<file path="src/rtl/fft_out_serializer.sv">
// fft_out_serializer: frames FFT result words (header + NUM_WORDS words) onto a valid/ready link
//   clk, rst_n     : clock, async active-low reset
//   start          : frame request, sampled only when idle
//   mux_data / sel : result multiplexer data in / select out
//   tx_data/valid/ready : downstream handshake, held while stalled
//   busy / done    : frame in progress / one-cycle completion pulse
module fft_out_serializer #(
    parameter int         DATA_LENGTH = 8,
    parameter int         NUM_WORDS   = 32,
    parameter logic [7:0] HEADER      = 8'hA5
) (
    input  logic                   clk,
    input  logic                   rst_n,
    input  logic                   start,
    input  logic [DATA_LENGTH-1:0] mux_data,
    output logic [5:0]             sel,
    output logic [DATA_LENGTH-1:0] tx_data,
    output logic                   tx_valid,
    input  logic                   tx_ready,
    output logic                   busy,
    output logic                   done
);
    localparam logic [DATA_LENGTH-1:0] HDR  = DATA_LENGTH'(HEADER);
    localparam logic [5:0]             LAST = 6'(NUM_WORDS - 1);
    typedef enum logic [1:0] {IDLE, SEND_HDR, FETCH, SEND_WORD} state_t;
    state_t                 state_q, state_d;
    logic [5:0]             sel_q, sel_d;
    logic [DATA_LENGTH-1:0] tx_data_q, tx_data_d;
    logic                   tx_valid_q, tx_valid_d;
    logic                   busy_q, busy_d;
    logic                   done_q, done_d;
    always_comb begin
        state_d    = state_q;
        sel_d      = sel_q;
        tx_data_d  = tx_data_q;
        tx_valid_d = tx_valid_q;
        busy_d     = busy_q;
        done_d     = 1'b0;
        case (state_q)
            IDLE: if (start) begin
                tx_data_d  = HDR;
                tx_valid_d = 1'b1;
                busy_d     = 1'b1;
                state_d    = SEND_HDR;
            end
            SEND_HDR: if (tx_ready) begin
                tx_valid_d = 1'b0;
                state_d    = FETCH;
            end
            // sel settled during the previous cycle, so mux_data is safe to capture here
            FETCH: begin
                tx_data_d  = mux_data;
                tx_valid_d = 1'b1;
                state_d    = SEND_WORD;
            end
            SEND_WORD: if (tx_ready) begin
                tx_valid_d = 1'b0;
                sel_d      = (sel_q == LAST) ? 6'd0 : sel_q + 6'd1;
                busy_d     = (sel_q != LAST);
                done_d     = (sel_q == LAST);
                state_d    = (sel_q == LAST) ? IDLE : FETCH;
            end
            default: state_d = IDLE;
        endcase
    end
    always_ff @(posedge clk or negedge rst_n) begin
        if (!rst_n) begin
            state_q    <= IDLE;
            sel_q      <= '0;
            tx_data_q  <= '0;
            tx_valid_q <= 1'b0;
            busy_q     <= 1'b0;
            done_q     <= 1'b0;
        end else begin
            state_q    <= state_d;
            sel_q      <= sel_d;
            tx_data_q  <= tx_data_d;
            tx_valid_q <= tx_valid_d;
            busy_q     <= busy_d;
            done_q     <= done_d;
        end
    end
    assign sel      = sel_q;
    assign tx_data  = tx_data_q;
    assign tx_valid = tx_valid_q;
    assign busy     = busy_q;
    assign done     = done_q;
endmodule

</file>
<file path="config.mk">
export PLATFORM = sky130hd
export DESIGN_NAME = fft_out_serializer
export DESIGN_NICKNAME = d
export VERILOG_FILES = /design/src/rtl/fft_out_serializer.sv
export SDC_FILE = /design/constraint.sdc
export NUM_CORES = 1
export LEC_CHECK = 0
export CELL_PAD_IN_SITES_DETAIL_PLACEMENT = 1
export CELL_PAD_IN_SITES_GLOBAL_PLACEMENT = 1
export CORE_ASPECT_RATIO = 1.4
export CORE_MARGIN = 2
export CORE_UTILIZATION = 33
export DETAILED_ROUTE_END_ITERATION = 7
export HOLD_SLACK_MARGIN = 0.08
export PLACE_DENSITY = 0.8
export SLEW_MARGIN = 20
export SYNTH_ARGS = -nofsm -noshare
export SYNTH_HDL_FRONTEND = slang
export SYNTH_SLANG_ARGS = --single-unit
</file>
<file path="constraint.sdc">
create_clock -name clk -period 1.5 [get_ports clk]
set_input_delay 0.15 -clock clk [delete_from_list [all_inputs] [get_ports clk]]
set_output_delay 0.15 -clock clk [all_outputs]
set_load 0.03 [all_outputs]
</file>
Yosys cells after proc, flatten, opt, wreduce, memory -nomap -nowiden
Index checks and enable logic that the tools add are counted.

cells by class
  muxes and demuxes = 15
  reduce and logical (&&, ||, !) cells = 9
  equal/unequal tests = 9
  $add $sub $neg = 1

operators with widths
  kind                                                              number
  8-bit one-hot mux with 2 select lines                             1
  2-bit 2-to-1 mux                                                  4
  8-bit 2-to-1 mux                                                  1
  2-bit one-hot mux with 4 select lines                             1
  6-bit by 1-bit adder with 6-bit output (second input constant)    1
  6-bit by 5-bit == test with 1-bit output (second input constant)  1
  6-bit 2-to-1 mux                                                  1
  2-bit != test (second input constant)                             3
  6-bit by 5-bit != test with 1-bit output (second input constant)  1
  2-bit AND reduction                                               3
  3-bit AND reduction                                               2
  1-bit 2-to-1 mux                                                  5
  2-bit == test (second input constant)                             2
  2-bit nonzero test                                                2
  1-bit one-hot mux with 3 select lines                             1
  2-bit by 1-bit == test with 1-bit output (second input constant)  1
  2-bit logical NOT                                                 1
  2-bit by 1-bit != test with 1-bit output (second input constant)  1
  1-bit one-hot mux with 2 select lines                             1
  2-bit OR reduction                                                1

storage, ports and cells
  logic and storage cells = 40
  register bits after elaboration = 19
  input port bits = 12

Logic depth before layout (Yosys ltp)
  depth after elaboration = 4
  depth in mapped cells = 5

Least setup slack after synthesis
OpenSTA, ideal clock, no wires.

  path type = register to register
  from = reg sel_q[2] (netlist: sel[2])
  to = reg sel_q[5] (netlist: sel[5])
  setup slack = 84 ps
  data arrival time = 1289 ps
  clock period less this slack = 1416 ps
  library setup time = 128 ps
  cell stages (with the launch flop) = 4
  cell sequence = dfrtp_1 nand3_1 nor3_2 mux2_1

on the way
  cells in the longest elaborated chain, start to end = 2
  elaborated cells on any way between the ends = 3
  classes of those cells = add/sub: 1; eq/ne: 1; mux: 1

RTL lines
  what                                                                                                line  text
  start: declaration                                                                                  27    logic [5:0] sel_q, sel_d;
  start signal: assignment                                                                            76    sel_q <= sel_d;
  6-bit by 1-bit adder with 6-bit output or 6-bit by 5-bit == test with 1-bit output (tied branches)  58    sel_d = (sel_q == LAST) ? 6'd0 : sel_q + 6'd1;
  6-bit 2-to-1 mux (*)                                                                                58

Mark *: on every way between the ends. The rest lies on a longest branch, timed or not.
A chain may end at the register's enable or synchronous reset.

Final worst setup path
  from = reg done_q (netlist: done)
  to = out done

RTL lines
  what                      line  text
  start: declaration        31    logic done_q, done_d;
  start signal: assignment  80    done_q <= done_d;
  end: declaration          21    output logic done

No word-level cell between the ends.

==> out/metrics.yaml <==
status:
  status: "completed"
timing:
  final.setup.tns_ns: 0
  max_slew_margin_pct: 77.6
  tightest_slew_ns: 0.336
  finalMaxSlewViolations: 0
  finalHoldViolCount: 0
  finalSetupViolCount: 0
  fin_skew_ns: 0.00779
  rsz0062_at_grt: "false"
  min_period_ns: 1.44
  finalCritPeriodShare_pct: 96.1
  fmax_ghz: 0.694
clock_network:
  clock-sinks: 19
  clock_latency_ns: 0.30
  htree_levels: 1
  cts.clk_slew.worst_paths_ns: 0.11
  cts_buffers: 3
  root_buffer: "clkbuf_4"
  post_cts_buffers: 0
  hold_buffers: 0
  cts_buffer_depth: 2
  cts_tree: "built"
critical_path:
  worstSetupPathType: "reg2out"
  arrival_ns: 1.29
  cp.required_ns: 1.35
  cpPeakStageDelay_ns: 0.66
  worst-path-buf-inv: 1
  crit_family: "buffers and inverters"
  crit_path_start_kind: "register"
  cp-end-kind: "primary output"
  crit_path_top_delay_cell: "clkdlybuf4s50_1"
  crit_chain: "clkdlybuf4s50_1"
  path_max_fanout: 1
global_routing:
  grt_usage_pct: 15.0
  grt_overflow: 0
  grt_pass1_wl_mm: 3.26
  grt_max_degree: 20
  grt_pass1_vias: 717
  antenna_found_initial: 0
drt:
  vias_per_cell: 4.80
  ant_nets: 0
  routed_wl_mm: 1.87
  remaining_drc_errors: 0
  wl_per_cell_um: 13.9
  dr.pass1.iters: 3
  vias: 648
  drt_iter0_drc: 6
logic_synthesis:
  yosys_register_bits: 19
  synth_top_family_by_area: "simple AND/OR/NAND/NOR gates"
  ys_top_cells_by_area: "dfrtp_1, a22o_1, o22a_1, nand2_1, a21oi_1"
  syn_nets: 83
  yosys.area_share.xor_xnor_pct: 2.12
  yosysSeqAreaShare_pct: 57.6
  yosysWarnings: 0
  synth_top_cell_by_area: "dfrtp_1"
  yosysTopAreaCellShare_pct: 57.6
  synth_compound_area_share_pct: 15.2
  yosys.area_share.adder_pct: 1.52
  synth_area_um2: 826
  synth_mux_area_share_pct: 1.36
  synth_cells: 70
  synthSimpleGateAreaFrac_pct: 19.1
  syn_avg_cell_area_um2: 11.8
  yosys.cell_types.count: 26
min_path:
  hp-class: "in2async"
layout:
  final_util_pct: 49.1
  fillers: 265
  diodes: 0
  drive_gt1_share_pct: 8.91
  fin_nets: 115
  multi_input_area_um2: 324
  final-seq-area_um2: 475
  syn2layout_area_growth_pct: 42.1
floorplan:
  io_pins: 29
  die_h_um: 63.2
  start_util_pct: 34.5
  die_w_um: 46.3
  num_rows: 21
  die-area_um2: 2920
  coreArea_um2: 2390
place:
  place_hpwl_mm: 1.40
  gp_congestion: 0.789
  portBuffers: 28
power_and_ir_drop:
  p_leak_nw: 0.546
  peakVddDrop_v: 0.000864
  powerDensity_nw_per_um2: 1390
job:
  maxCapViolations: 0
==> cell usage in the layout, fill, tap and decap left out <==
cell type and count:
a211oi_1 1, a21oi_1 5, a22o_1 4, and2_1 1
and2b_1 1, and3_1 1, buf_4 2, clkbuf_1 1
clkbuf_4 3, clkdlybuf4s50_1 12, dfrtp_1 19, dlygate4sd2_1 8
dlymetal6s2s_1 8, ha_1 1, mux2_1 1, nand2_1 7
nand2b_1 3, nand3_1 2, nand3_2 1, nand4_1 1
nor2_1 4, nor3_1 2, nor3_2 1, nor3b_4 1
o211ai_2 1, o21ai_1 2, o22a_1 4, or2_1 1
or3_1 1, xnor2_1 2
==> cell usage after synthesis (all sizes together) <==
cell,n
and2b,1
xnor2,2
mux2,1
nand2b,3
and2,1
nor2,4
nand4,1
and3,1
ha,1
buf,3
nand3,3
a211oi,1
nor3,3
or3,1
o211ai,1
dfrtp,19
nand2,7
a21oi,5
nor3b,1
o22a,4
o21ai,2
a22o,4
or2,1
==> power by group <==
part	switching [mW]	leakage (nW)	internal [mW]
sequential	0.115	0.218	0.618
combinational	0.382	0.313	0.258
clock	0.159	0.0150	0.104
==> worst reg2reg max path, stage by stage, from the launching register on <==
cell and delay, ns:
dfrtp_1 0.54, and3_1 0.39, nand4_1 0.15, xnor2_1 0.14
==> area by class of cell <==
cell class	count	share of cell area [%]
Multi-Input combinational cell	48	27.6
Clock buffer	4	2.24
Sequential cell	19	40.5
Timing Repair Buffer	30	26.0
Tap cell	34	3.62
==> final timing paths <==
kind | depth (start not counted) | to | start | slack [ns]
setup / recovery | 1 | done | done$_DFF_PN0_ | 0.06
hold / removal | 2 | tx_data[1]$_DFFE_PN0P_ | rst_n | 0.17
setup reg to reg | 3 | sel[4]$_DFFE_PN0P_ | state_q[0]$_DFFE_PN0P_ | 0.16
hold reg to reg | 1 | tx_data[5]$_DFFE_PN0P_ | tx_data[5]$_DFFE_PN0P_ | 0.49
max in group asynchronous | 2 | tx_data[6]$_DFFE_PN0P_ | rst_n | 1.12
min in group clk | 2 | tx_data[4]$_DFFE_PN0P_ | mux_data[4] | 0.46
==> layer usage <==
metal  GRT usage [%]  share of wire, %  wire length, um  vias up
met3            3.44               6.6              123        3
met1            19.3                41              768      311
li1                -                 -                -      312
met5               0                 0                0        -
met2            23.3                50              945       22
met4            6.43               1.9               36        0
==> repair_timing <==
item,4_1_cts,5_1_grt
setup endpoints to repair,8,8
resized for setup,8,8
pin swaps,0,0
==> cell families (layout without fill, tap and decap cells) <==
logic type	after synthesis	count (layout)
buf+inv	3	34
fa+ha+maj	1	1
flops	19	19
xor+xnor	2	2
mux	1	1
simple gates	27	27
compound gates	17	17
==> state kept, by name (all words and copies together) (netlist names) <==
signal	flops
state_q	2
sel	6
tx_data	8
busy	1
done	1
tx_valid	1
==> metrics by stage <==
step           area, um^2  setup slack, ns  instances  hold WS [ns]  power (mW)
6_report             1170           0.0587        135         0.174        1.64
5_1_grt              1170          0.00477        135         0.179        1.74
4_1_cts              1150         0.000932        135         0.175        1.67
3_5_place_dp         1140           0.0253        131         0.479        1.45
3_3_place_gp         1140           0.0624        131         0.470        1.43
2_1_floorplan         826           0.0838         70        -0.146        1.14
(Power assumes the default switching activity.)
